[src/rtl/payload_engine_ctrl.sv]
// Per-packet sequencer for a bank of payload-matching engines: clears them before each
// packet, gates their enable per byte, flushes after EOP and reports matches one by one.
module payload_engine_ctrl #(
    parameter int NUM_ENG   = 32,
    parameter int ID_W      = 5,
    parameter int FLUSH_CYC = 2,
    parameter int LEN_W     = 16
) (
    input  logic               clk,
    input  logic               rst_n,
    input  logic               s_valid,
    input  logic               s_sop,
    input  logic               s_eop,
    output logic               s_ready,
    output logic               eng_sod,
    output logic               eng_en,
    output logic               eng_char_zero,
    input  logic [NUM_ENG-1:0] eng_match,
    output logic               m_valid,
    output logic [ID_W-1:0]    m_id,
    output logic               m_none,
    output logic               m_last,
    output logic [LEN_W-1:0]   m_len,
    input  logic               m_ready,
    output logic               err_sop
);

    typedef enum logic [2:0] {S_IDLE, S_CLEAR, S_SCAN, S_FLUSH, S_REPORT} state_t;

    state_t             r_state;
    logic               r_sod;
    logic               r_err_sop;
    logic [LEN_W-1:0]   r_len;
    logic [3:0]         r_flush_cnt;
    logic [NUM_ENG-1:0] r_pend;

    logic [NUM_ENG-1:0] w_pend_drop;
    logic               w_single;
    logic               w_flushing;
    logic [ID_W-1:0]    w_low_id;

    // Clearing the lowest set bit gives both the next pending set and the "last beat" test.
    assign w_pend_drop = r_pend & (r_pend - NUM_ENG'(1));
    assign w_single    = (w_pend_drop == '0);
    assign w_flushing  = (r_state == S_FLUSH) && (r_flush_cnt != 4'd0);

    always_comb begin
        // NOTE: default first so every path assigns w_low_id and no latch is inferred.
        w_low_id = '0;
        for (int i = NUM_ENG - 1; i >= 0; i--) begin
            if (r_pend[i]) w_low_id = ID_W'(i);
        end
    end

    assign s_ready       = (r_state == S_IDLE) ? (s_valid & ~s_sop) : (r_state == S_SCAN);
    assign eng_en        = ((r_state == S_SCAN) & s_valid) | w_flushing;
    assign eng_char_zero = w_flushing;
    assign eng_sod       = r_sod;
    assign m_valid       = (r_state == S_REPORT);
    assign m_id          = m_valid ? w_low_id : '0;
    assign m_none        = m_valid & (r_pend == '0);
    assign m_last        = m_valid & w_single;
    assign m_len         = r_len;
    assign err_sop       = r_err_sop;

    always_ff @(posedge clk or negedge rst_n) begin
        if (!rst_n) begin
            // NOTE: eng_sod resets high so the engines stay cleared while rst_n is low.
            r_state     <= S_IDLE;
            r_sod       <= 1'b1;
            r_err_sop   <= 1'b0;
            r_len       <= '0;
            r_flush_cnt <= 4'd0;
            r_pend      <= '0;
        end else begin
            // NOTE: non-blocking assignments keep every register update on the same edge.
            case (r_state)
                S_IDLE: begin
                    r_sod <= s_valid & s_sop;
                    if (s_valid && s_sop) r_state <= S_CLEAR;
                end
                S_CLEAR: begin
                    r_sod   <= 1'b0;
                    r_len   <= '0;
                    r_state <= S_SCAN;
                end
                S_SCAN: begin
                    if (s_valid) begin
                        if (r_len != '1) r_len <= r_len + LEN_W'(1);
                        // A zero count means this is the packet's own SOP beat.
                        if (s_sop && (r_len != '0)) r_err_sop <= 1'b1;
                        if (s_eop) begin
                            r_flush_cnt <= 4'(FLUSH_CYC);
                            r_state     <= S_FLUSH;
                        end
                    end
                end
                S_FLUSH: begin
                    if (r_flush_cnt != 4'd0) begin
                        r_flush_cnt <= r_flush_cnt - 4'd1;
                    end else begin
                        r_pend  <= eng_match;
                        r_state <= S_REPORT;
                    end
                end
                S_REPORT: begin
                    if (m_ready) begin
                        r_pend <= w_pend_drop;
                        if (w_single) r_state <= S_IDLE;
                    end
                end
                default: r_state <= S_IDLE;
            endcase
        end
    end

endmodule

[config.mk]
export PLATFORM = sky130hd
export DESIGN_NAME = payload_engine_ctrl
export DESIGN_NICKNAME = d
export VERILOG_FILES = /design/src/rtl/payload_engine_ctrl.sv
export SDC_FILE = /design/constraint.sdc
export NUM_CORES = 1
export LEC_CHECK = 0
export ABC_AREA = 0
export BUFFER_PORTS_ARGS = -buffer_cell sky130_fd_sc_hd__buf_4
export CAP_MARGIN = 20
export CORE_UTILIZATION = 40
export CTS_CLUSTER_DIAMETER = 200
export CTS_CLUSTER_SIZE = 20
export DETAILED_ROUTE_END_ITERATION = 8
export PLACE_DENSITY = 0.68
export SLEW_MARGIN = 20
export SYNTH_ARGS = -nofsm -noshare
export SYNTH_HDL_FRONTEND = slang
export SYNTH_SLANG_ARGS = --single-unit
[constraint.sdc]
create_clock -name clk -period 6.5 [get_ports clk]
set_input_delay 0.325 -clock clk [delete_from_list [all_inputs] [get_ports clk]]
set_output_delay 0.325 -clock clk [all_outputs]
set_load 0.01 [all_outputs]
## Yosys cells after proc, flatten, opt, wreduce, memory -nomap -nowiden

Index checks and enable logic that the tools add are counted.

- Add/subtract/negate cells: 3
- $mul: 0
- Div/mod/pow operators: 0
- $lt $le $gt $ge: 0
- Equal/unequal tests: 13
- Shift operators: 0
- Mux-type cells: 52
- Bitwise gates (word level): 8
- Reductions and logical operators: 17

Operator list:

| cell | number |
|---|---|
| 5-bit two-way mux | 33 |
| 32-bit logical NOT | 2 |
| 32-bit two-way mux | 2 |
| 32-bit case mux with 2 select lines | 1 |
| 32-bit bitwise AND | 1 |
| 16-bit two-way mux | 2 |
| 16-bit case mux with 2 select lines | 1 |
| 32-bit by 1-bit subtractor with 32-bit output (second input constant) | 1 |
| 3-bit two-way mux | 6 |
| 16-bit by 1-bit adder with 16-bit output (second input constant) | 1 |
| 16-bit != test (second input constant) | 1 |
| 16-bit nonzero test | 1 |
| 3-bit case mux with 5 select lines | 1 |
| 4-bit two-way mux | 3 |
| 2-bit by 1-bit != test with 1-bit output (second input constant) | 5 |
| 3-bit AND reduction | 3 |
| 4-bit case mux with 2 select lines | 1 |
| 2-bit nonzero test | 4 |
| 3-bit by 2-bit equality test with 1-bit output (second input constant) | 2 |
| 2-bit != test (second input constant) | 3 |
| 6-bit AND reduction | 1 |
| 1-bit bitwise AND | 5 |
| 4-bit AND reduction | 1 |
| 4-bit nonzero test | 1 |
| 9 further kinds | 11 |

- Register bits: 57
- Bits in latches: 0
- Memory bits (writable): 0
- Memory bits (read-only): 0
- Bits of input ports: 38
- Output and inout bits: 29
- Logic and storage cells: 99
- Memories kept: 0

## Depth between registers and ports, before layout

- Word-level depth: 33
- Mapped depth: 9

## Least setup slack after synthesis

Ideal clock, no wire load.

- Kind: reg2out
- Start point: reg r_pend[0]
- End point: out m_last
- Data arrival time: 2.474 ns
- Required time: 6.175 ns
- Slack: 3.701 ns
- Cell stages (with the launch flop): 9
- Buffers on the path: 2
- Cell sequence: dfrtp_1 > buf_6 > or4_4 > buf_6 > or4_4 > maj3_2 > o2bb2ai_1 > nor4b_2 > o2111a_1

- Word-level cells in the longest chain between the ends: 4

RTL lines:

| item | line | text |
|---|---|---|
| from (decl) | 35 | `logic [NUM_ENG-1:0] r_pend;` |
| from (signal assigned) | 102 | `r_pend <= eng_match;` |
| from (signal assigned) | 108 | `r_pend <= w_pend_drop;` |
| 32-bit by 1-bit subtractor with 32-bit output | 43 | `assign w_pend_drop = r_pend & (r_pend - NUM_ENG'(1));` |
| 32-bit bitwise AND (*) | 43 |  |
| 32-bit logical NOT (*) | 44 | `assign w_single = (w_pend_drop == '0);` |
| 1-bit bitwise AND (*) | 62 | `assign m_last = m_valid & w_single;` |
| to (decl) | 22 | `output logic m_last,` |

Mark *: on every way between the ends. The rest lies on a longest branch, timed or not.

## Worst setup path in the final report

Same ends and word-level chain as after synthesis.

==> results.cfg <==
[timing]
tns_ps = 0
period_needed_ps = 3890
min_period_over_period_pct = 59.9
fin_skew_ps = 12.0
worstMarginPinSlew_ps = 1000
hold_viol = 0
slew_violations = 0
grt_setup_unrepaired = no
setup_viol = 0
clock.fmax_mhz = 257
fin_ws_ps = 2610
relSlewSlack_pct = 33.2

[clock_network]
cts_resized = 0
cts_tree = built
cts_sinks = 57
numCtsBuffers = 9
clock_path_buffers = 2
post_cts_buffers = 0
htree_levels = 3
cts.hold.buffers_added = 0
root_buffer = clkbuf_8
clk_latency_ps = 350
path_clk_slew_ps = 70

[placement]
dpl.hpwl_mm = 6.62
gp_congestion = 0.913
portBuffers = 66
post-place-ws_ps = 3040

[drt]
wire_per_inst_um = 16.5
vias = 3438
drt-pass1-iter-count = 5
drtIter0Drc = 188
wl_mm = 9.63
viasPerCell = 5.91
drc_errors = 0
ant_nets = 0

[floorplan]
die_y_um = 96.2
num_rows = 33
die_x_um = 96.2
design.die.area_mm2 = 0.00924
design.portCount = 67
start_util_pct = 42.3
design.core.area_mm2 = 0.00838

[synthesis]
synthAdderAreaFrac_pct = 2.61
postSynthNetCount = 462
synth_edf_count = 0
synth.top_cells.by_area = dfrtp_1, a22o_1, o21ai_0
synth_compound_area_share_pct = 23.6
ys_warn_count = 0
yosys.area_share.xor_xnor_pct = 3.21
synth.distinct_cells = 57
synth.most_common_cell = dfrtp_1
seq_area_frac_synth_pct = 40.3
muxShareOfSynthArea_pct = 0.565
yosysTopAreaCellShare_pct = 39.5
netlist_instances = 420
yosys.area_share.simple_pct = 24.7
synth_flop_cell = dfrtp_1
yosys.area.top_type = dfrtp_1
ys_ff_latch = 57
postSynth.asyncResetShare_pct = 100
synth_common_cells = dfrtp_1, nand2_1, nor2_1
syn_area_mm2 = 0.00355
avgSynthCellArea_um2 = 8.44
synth_top_family_by_area = simple AND/OR/NAND/NOR gates

[worst_setup_path]
startpoint_type = register
cpMaxStageDelayCell = nand4_1
path_cells = nor4_1, nand4_1, or3_1, maj3_2, nor4b_2, o2111a_1, buf_4
cp.buffers_inverters = 1
crit_fanout = 16
cp-end-kind = output pin
cp_data_required_time_ps = 6170
slowest_delay_ps = 600
rrSetupSlack_ps = 3170
reg2reg_from = r_pend[0]$_DFFE_PN0P_
path_delay_family = simple AND/OR/NAND/NOR gates
r2r_end = r_state[2]$_DFFE_PN0P_
ff2ff_path_depth = 7
crit_type = reg2out
cp.arrival_ps = 3570

[run_status]
status = complete, no violations

[pwr]
p_leak_nw = 1.94
power_density_mw_per_mm2 = 414
ir_worst_vdd_v = 0.000180

[final_layout]
final_nets = 514
antenna_cells = 0
synthToLayoutAreaGrowth_pct = 20.4
drive_gt1_share_pct = 21.2

[global_routing]
grt_max_degree = 58
first_global_vias = 3144
antenna_found_initial = 0
grt_pass1_wl_mm = 15.8
track_usage_pct = 22.4
grt_overflow_total = 0

[min_path]
hp-class = in2async

[flow_run]
maxCapViolCount = 0
[where the power goes]
group          total [mW]  switching, mW  internal [mW]
Clock               0.349          0.153          0.197
Combinational       0.734          0.408          0.327
Sequential          0.683          0.209          0.474
[metrics by stage]
stage / instances / area [um2] / util [%] / hold slack, ps / total power [mW]
final: 582 / 4270 / 50.9 / 44.1 / 1.77
after global routing: 582 / 4270 / 50.9 / 111 / 1.90
after CTS: 582 / 4270 / 50.9 / 71.2 / 1.76
after detailed placement: 566 / 4070 / 48.5 / 447 / 1.41
after global placement: 566 / 4070 / 48.5 / 439 / 1.40
after floorplan: 420 / 3550 / - / 29.4 / 1.19
[area by class of cell]
cell class	instances	area, um2
Inverter	16	60.1
Tap cell	105	131
Clock buffer	11	151
Sequential cell	57	1430
Clock inverter	5	53.8
Fill cell	826	4110
Timing Repair Buffer	67	503
Multi-Input combinational cell	321	1940
[how the worst max path moves through the flow]
| stage | slack, ps | cells after the start | startpoint | to |
|---|---|---|---|---|
| finish | 2610 | 7 | r_pend[0]$_DFFE_PN0P_ | m_last |
| detailed placement | 3040 | 7 | r_pend[0]$_DFFE_PN0P_ | m_last |
| floorplan | 3700 | 8 | r_pend[0]$_DFFE_PN0P_ | m_last |
| CTS | 2620 | 7 | r_pend[0]$_DFFE_PN0P_ | m_last |
| global route | 2300 | 7 | r_pend[0]$_DFFE_PN0P_ | m_last |
| global placement | 3100 | 7 | r_pend[3]$_DFFE_PN0P_ | m_last |
[flip-flops by register name, indices dropped and copies added, names as in the netlist]
register	count
r_pend	32
m_len	16
r_flush_cnt	4
r_state	3
eng_sod	1
err_sop	1
[cells by family (layout without fill, tap and decap cells)]
family / Yosys count / in the layout
and+or+nand+nor: 176 / 176
xor gates and xnor gates: 13 / 13
buffers and inverters: 42 / 99
adders and majority gates: 8 / 8
DFF: 57 / 57
AOI/OAI and AO/OA: 122 / 122
muxes: 2 / 2
[layout by cell type (no fill, tap or decap), drive strengths merged, types with 13 or more instances in the layout]
cell type / count
nor2: 45
buf: 67
nor3: 17
a22o: 30
nor4: 15
nand2: 46
inv: 16
a21oi: 15
o21ai: 40
nand3: 13
dfrtp: 56
[metal layers]
metal	vias to the layer above	part of all wire (%)	track usage [%]
met5	-	0	0
met3	15	7.2	5.29
met4	0	1.8	7.96
met1	1624	44	31.3
li1	1647	-	-
met2	152	47	33.7
(Power assumes the default switching activity.)
